===== src/rtl/multi_debounce_scheduler.sv =====
// multi_debounce_scheduler
//
// Debounces N asynchronous button/switch inputs with one shared sample-tick
// prescaler and a small tick counter per channel. Every committed edge becomes
// an event byte (bit7 = press, bits[6:0] = channel) that a round-robin arbiter
// serialises onto a valid/ready output feeding the UART TX FIFO.
//
// Ports:
//   clk        rising-edge clock for all logic
//   reset_n    asynchronous active-low reset
//   noisy      raw asynchronous inputs, one per channel
//   debounce   registered debounced levels
//   evt_valid  event byte available in the output register
//   evt_ready  consumer accepts the byte when evt_valid & evt_ready
//   evt_code   event byte {press, channel[6:0]}
//   ovf        sticky flag: an event was dropped
//   ovf_clr    synchronous clear of ovf (a drop in the same cycle wins)
//   dbg_state  per-channel FSM state, 2 bits per channel (channel i at [2i+1:2i])
//
// Handshake: a byte moves on every rising edge where evt_valid & evt_ready.
// While evt_valid & !evt_ready, evt_code is held; evt_valid only drops after a
// transfer has emptied the register and nothing else is pending.

module multi_debounce_scheduler #(
    parameter int N            = 4,
    parameter int TICK_DIV     = 1000,
    parameter int STABLE_TICKS = 20
) (
    input  logic           clk,
    input  logic           reset_n,
    input  logic [N-1:0]   noisy,
    output logic [N-1:0]   debounce,
    output logic           evt_valid,
    input  logic           evt_ready,
    output logic [7:0]     evt_code,
    output logic           ovf,
    input  logic           ovf_clr,
    output logic [2*N-1:0] dbg_state
);

    localparam int PW = (TICK_DIV > 1) ? $clog2(TICK_DIV) : 1;
    localparam int CW = (STABLE_TICKS > 1) ? $clog2(STABLE_TICKS) : 1;
    localparam int LW = (N > 1) ? $clog2(N) : 1;

    localparam logic [PW-1:0] PRE_MAX  = PW'(TICK_DIV - 1);
    localparam logic [CW-1:0] CNT_MAX  = CW'(STABLE_TICKS - 1);
    localparam logic [LW-1:0] LAST_RST = LW'(N - 1);

    typedef enum logic [1:0] {
        ST_LOW      = 2'd0,
        ST_ARM_HIGH = 2'd1,
        ST_HIGH     = 2'd2,
        ST_ARM_LOW  = 2'd3
    } ch_state_t;

    logic [N-1:0]  sync1;
    logic [N-1:0]  sync2;
    logic [PW-1:0] pre;
    logic          tick;

    ch_state_t     state [N];
    logic [CW-1:0] cnt   [N];

    logic [N-1:0]  rise;
    logic [N-1:0]  fall;
    logic [N-1:0]  raise;

    logic [N-1:0]  pend;
    logic [N-1:0]  pend_edge;
    logic [LW-1:0] last;

    logic          free;
    logic          grant_any;
    logic [LW-1:0] grant_idx;
    logic [N-1:0]  grant_vec;
    logic          drop_any;

    // Two-flop synchronizer; sync2 is the sampled level every FSM sees.
    always_ff @(posedge clk or negedge reset_n) begin
        if (!reset_n) begin
            sync1 <= '0;
            sync2 <= '0;
        end else begin
            sync1 <= noisy;
            sync2 <= sync1;
        end
    end

    // Shared prescaler: tick is high during the last count of each period.
    always_ff @(posedge clk or negedge reset_n) begin
        if (!reset_n) begin
            pre <= '0;
        end else if (pre == PRE_MAX) begin
            pre <= '0;
        end else begin
            pre <= pre + 1'b1;
        end
    end

    assign tick = (pre == PRE_MAX);

    // Commit conditions: the armed level held through the final required tick.
    always_comb begin
        rise = '0;
        fall = '0;
        for (int i = 0; i < N; i++) begin
            rise[i] = (state[i] == ST_ARM_HIGH) && sync2[i] && tick && (cnt[i] == CNT_MAX);
            fall[i] = (state[i] == ST_ARM_LOW) && !sync2[i] && tick && (cnt[i] == CNT_MAX);
        end
        raise = rise | fall;
    end

    // Per-channel debounce FSMs. The bounce check has priority over the tick,
    // so a level that drops back in a tick cycle never counts that tick.
    always_ff @(posedge clk or negedge reset_n) begin
        if (!reset_n) begin
            for (int i = 0; i < N; i++) begin
                state[i] <= ST_LOW;
                cnt[i]   <= '0;
            end
            debounce <= '0;
        end else begin
            for (int i = 0; i < N; i++) begin
                case (state[i])
                    ST_LOW: begin
                        if (sync2[i]) begin
                            state[i] <= ST_ARM_HIGH;
                            cnt[i]   <= '0;
                        end
                    end
                    ST_ARM_HIGH: begin
                        if (!sync2[i]) begin
                            state[i] <= ST_LOW;
                        end else if (tick) begin
                            if (cnt[i] == CNT_MAX) begin
                                state[i]    <= ST_HIGH;
                                debounce[i] <= 1'b1;
                            end else begin
                                cnt[i] <= cnt[i] + 1'b1;
                            end
                        end
                    end
                    ST_HIGH: begin
                        if (!sync2[i]) begin
                            state[i] <= ST_ARM_LOW;
                            cnt[i]   <= '0;
                        end
                    end
                    ST_ARM_LOW: begin
                        if (sync2[i]) begin
                            state[i] <= ST_HIGH;
                        end else if (tick) begin
                            if (cnt[i] == CNT_MAX) begin
                                state[i]    <= ST_LOW;
                                debounce[i] <= 1'b0;
                            end else begin
                                cnt[i] <= cnt[i] + 1'b1;
                            end
                        end
                    end
                    default: begin
                        state[i] <= ST_LOW;
                        cnt[i]   <= '0;
                    end
                endcase
            end
        end
    end

    always_comb begin
        dbg_state = '0;
        for (int i = 0; i < N; i++) begin
            dbg_state[2*i +: 2] = state[i];
        end
    end

    // Round-robin search starting just above the last granted channel.
    always_comb begin : arb
        int cand;
        cand      = 0;
        grant_any = 1'b0;
        grant_idx = '0;
        free      = !evt_valid || evt_ready;
        for (int k = 1; k <= N; k++) begin
            cand = int'(last) + k;
            if (cand >= N) begin
                cand = cand - N;
            end
            if (!grant_any && pend[LW'(cand)]) begin
                grant_any = 1'b1;
                grant_idx = LW'(cand);
            end
        end
        grant_vec = '0;
        for (int i = 0; i < N; i++) begin
            grant_vec[i] = free && grant_any && (grant_idx == LW'(i));
        end
        // A new edge is lost only when the old one is still waiting this cycle.
        drop_any = |(raise & pend & ~grant_vec);
    end

    always_ff @(posedge clk or negedge reset_n) begin
        if (!reset_n) begin
            pend      <= '0;
            pend_edge <= '0;
            evt_valid <= 1'b0;
            evt_code  <= '0;
            ovf       <= 1'b0;
            last      <= LAST_RST;
        end else begin
            for (int i = 0; i < N; i++) begin
                // A grant frees the slot in the same cycle, so a colliding
                // new edge takes it over instead of being dropped.
                if (raise[i] && (!pend[i] || grant_vec[i])) begin
                    pend[i]      <= 1'b1;
                    pend_edge[i] <= rise[i];
                end else if (grant_vec[i]) begin
                    pend[i] <= 1'b0;
                end
            end

            if (drop_any) begin
                ovf <= 1'b1;
            end else if (ovf_clr) begin
                ovf <= 1'b0;
            end

            if (free) begin
                if (grant_any) begin
                    evt_valid <= 1'b1;
                    evt_code  <= {pend_edge[grant_idx], 7'(grant_idx)};
                    last      <= grant_idx;
                end else begin
                    evt_valid <= 1'b0;
                end
            end
        end
    end

endmodule


===== config.mk =====
export PLATFORM = sky130hd
export DESIGN_NAME = multi_debounce_scheduler
export DESIGN_NICKNAME = d
export VERILOG_FILES = /design/src/rtl/multi_debounce_scheduler.sv
export SDC_FILE = /design/constraint.sdc
export NUM_CORES = 1
export LEC_CHECK = 0
export ABC_AREA = 1
export CORE_MARGIN = 5
export CORE_UTILIZATION = 58
export CTS_BUF_LIST = sky130_fd_sc_hd__clkbuf_16
export DETAILED_ROUTE_END_ITERATION = 10
export GPL_ROUTABILITY_DRIVEN = 0
export MAX_ROUTING_LAYER = met4
export PLACE_DENSITY = 0.85
export SYNTH_ARGS = -nofsm -noshare
export SYNTH_HDL_FRONTEND = slang
export SYNTH_SLANG_ARGS = --single-unit

===== constraint.sdc =====
create_clock -name clk -period 2.5 [get_ports clk]
set_input_delay 0.5 -clock clk [delete_from_list [all_inputs] [get_ports clk]]
set_output_delay 0.5 -clock clk [all_outputs]
set_load 0.01 [all_outputs]

==> impl_results.md <==
- Detail Route met3 WL: about 290 µm
- WL per Instance: approximately 13 µm
- I/O pin total: 30
- Die H: between 80 and 90 µm
- Final Max Tran Viols: 0
- Die area: between 7000 and 8000 µm²
- Max-slew headroom at the worst pin: 0.646
- Global-route wire length before repair: around 12000 µm
- Layout cells sized above 1: 0.104
- Clock transition at path regs: 50 ps
- Highest Clock Rate: 455 MHz
- Number of synthesized register bits: between 60 and 70
- Crit start category: flip-flop
- Routed Wire Length: approximately 7000 µm
- Initial Util: 0.587
- # fillers: 439
- Util after Layout: 0.685
- Power per cell area: between 800 and 900 nW/µm²
- Status: completed
- Tightest Pin Transition: around 530 ps
- Final worst-path cycle share: 0.879
- Worst hold slack: around 140 ps
- CTS Hold Bufs: 0
- N_diodes: 0
- WP data required: 2720 ps
- Worst Path Arrival: between 2000 and 2500 ps
- CTS H-tree depth: 3
- Uppermost routed layer: met4
- Prevailing post-synth register cell: dfrtp_1
- Largest net degree at the start of global routing: 45
- Synth top cells by count: nand2_1, dfrtp_1, inv_1, nor2_1, nand3_1
- Final TNS setup: 0 ps
- CTS Root Cell: clkbuf_16
- Crit-path max FO: 16
- Max VDD drop: roughly 0.00068 V
- Critical path start-end classification: reg -> reg
- P&R area growth vs syn: 16.7%
- Crit path capture type: flip-flop
- Num CTS Buffers: 9
- Vias in the first global route: about 2700
- Top cells by area, synth: dfrtp_1, nand2_1, inv_1
- Post-cts resize count: 0
- Final setup violation count: 0
- Buffers added on ports: 24
- Clock sinks: 65
- Core Area: between 5000 and 6000 µm²
- Reg-to-reg setup timing slack: around 300 ps
- Worst-Skew Late Latency: 330 ps
- Unrepaired setup endpoints after global routing: no
- WL met1: just over 3000 µm
- Cell Area, Placed: 3730 µm²
- Post-synth ARST share: 1.00
- Yosys warning total: 0
- Lkg Pwr: 1.99 nW
- Setup Buffers After CTS: 0
- # nets final: 471
- Die width: 87.0 µm
- DR vias/cell: roughly 5.3
- Post-DP HPWL: just under 5000 µm
- Initial DRT Pass Iterations: 7
- Crit path time final: between 2000 and 2500 ps
- Syn Area/Cell: ~8.0 µm²
- Worst Skew: a little over 6 ps
- Post-Syn Area: 3440 µm²
- Gr ovfl total: 0
- EDFF count, synth: 0
- Share of the synthesized area in the top cell type: 0.459
- Tightest Hold Check Type: in -> async
- Sequential share of the synthesized area: 0.474
- Met2 WL: 3370 µm
- Max-cap violations: 0
- Tot GR Track Use: 0.208
- CTS tree: built
- Tot Pwr: ~0.0036 W
- Cell area after layout: 4010 µm²
- Synth unique cells: 39
- Post-synthesis cell count: 428
- DR vias: 2857
- Top-count cell post-synth: nand2_1
- Clock Tree Buf Depth: 2
- Largest area contributor in the netlist: dfrtp_1
- Final-report hold violation count: 0
- # DRC: 0
- Antenna violations before repair: 0
- DRT iter0 DRCs: just under 300
- Rows: 28
- Antenna-violating nets left: 0
power by group:
group	switching, W	total (W)	internal, W
combinational	0.000730	0.00111	0.000378
sequential	0.000114	0.00128	0.00117
clock	0.000419	0.00117	0.000750
cells by family (layout without fill, tap and decap cells):
family	count (synthesis)	in the layout	synth area share
compound gates	53	53	0.0874
xor+xnor	4	4	0.0102
fa+ha+maj	5	5	0.0182
buf+inv	75	105	0.0910
flops	65	65	0.474
other cells	1	5	0.00109
simple gates	225	225	0.318
layout make-up:
class / count / area, µm² / area share
tap: 75 / 93.8 / 0.0234
sequential: 65 / 1630 / 0.406
clock inverter: 6 / 52.6 / 0.0131
timing repair buffer: 25 / 255 / 0.0637
clock buffer: 9 / 225 / 0.0562
inverter: 65 / 244 / 0.0608
multi-input combinational: 292 / 1510 / 0.377
state kept, by name, indices dropped and copies added (netlist names), 2 cells and up, named ones only:
| signal | cells |
|---|---|
| sync2 | 4 |
| pend_edge | 4 |
| cnt | 20 |
| pend | 4 |
| dbg_state | 4 |
| sync1 | 4 |
| last | 2 |
| debounce | 4 |
| pre | 10 |
| evt_code | 3 |
per-layer routing:
| metal | track usage | vias up |
|---|---|---|
| li1 | - | 1427 |
| met1 | 0.244 | 1336 |
| met2 | 0.335 | 78 |
| met3 | 0.0587 | 16 |
| met4 | 0.0864 | 0 |
| met5 | - | - |
metrics by stage:
| step | setup WS [ps] | instances |
|---|---|---|
| 5_1_grt | 45.0 | 537 |
| 6_report | 304 | 537 |
| 2_1_floorplan | 734 | 432 |
| 4_1_cts | 290 | 537 |
| 3_3_place_gp | 457 | 522 |
| 3_5_place_dp | 316 | 522 |
worst max-delay path, cell delays in order, from the launching register on:
cell,delay [ps]
dfrtp_1,350
ha_1,190
nand2_1,110
nor3_2,190
nand3_2,280
nand2_1,160
nand3b_2,170
nor3_1,350
nand3_1,130
o21ai_0,110
nor2_1,50
cell usage in the layout, fill, tap and decap left out, types with 2 or more instances in the layout:
master,synthesis,layout
dfstp_2,2,2
or2_2,2,2
nand4_1,8,8
clkinv_1,0,2
a21oi_1,17,17
nand3_2,5,5
nand2_1,99,99
dfrtp_1,63,63
conb_1,1,5
nor3_2,2,2
inv_1,59,61
nand3b_1,2,2
inv_2,6,6
clkbuf_16,0,9
nor3b_1,7,7
nor2_1,41,41
clkdlybuf4s50_1,0,23
nand2_4,3,3
nor3_1,11,11
xor2_1,3,3
nand3_1,31,31
o21ai_0,28,28
nand2_2,9,9
ha_1,5,5
path summary, 6_finish.rpt:
path	start	to	depth (start not counted)
hold reg to reg	sync1[2]	sync2[2]	0
max in group asynchronous	reset_n	last[0]	2
min in group clk	sync1[2]	sync2[2]	0
hold / removal	reset_n	cnt[7]	1
setup / recovery	pre[0]	cnt[19]	10
setup reg to reg	pre[0]	cnt[19]	10
No activity file was read; power rests on OpenSTA's default activity.
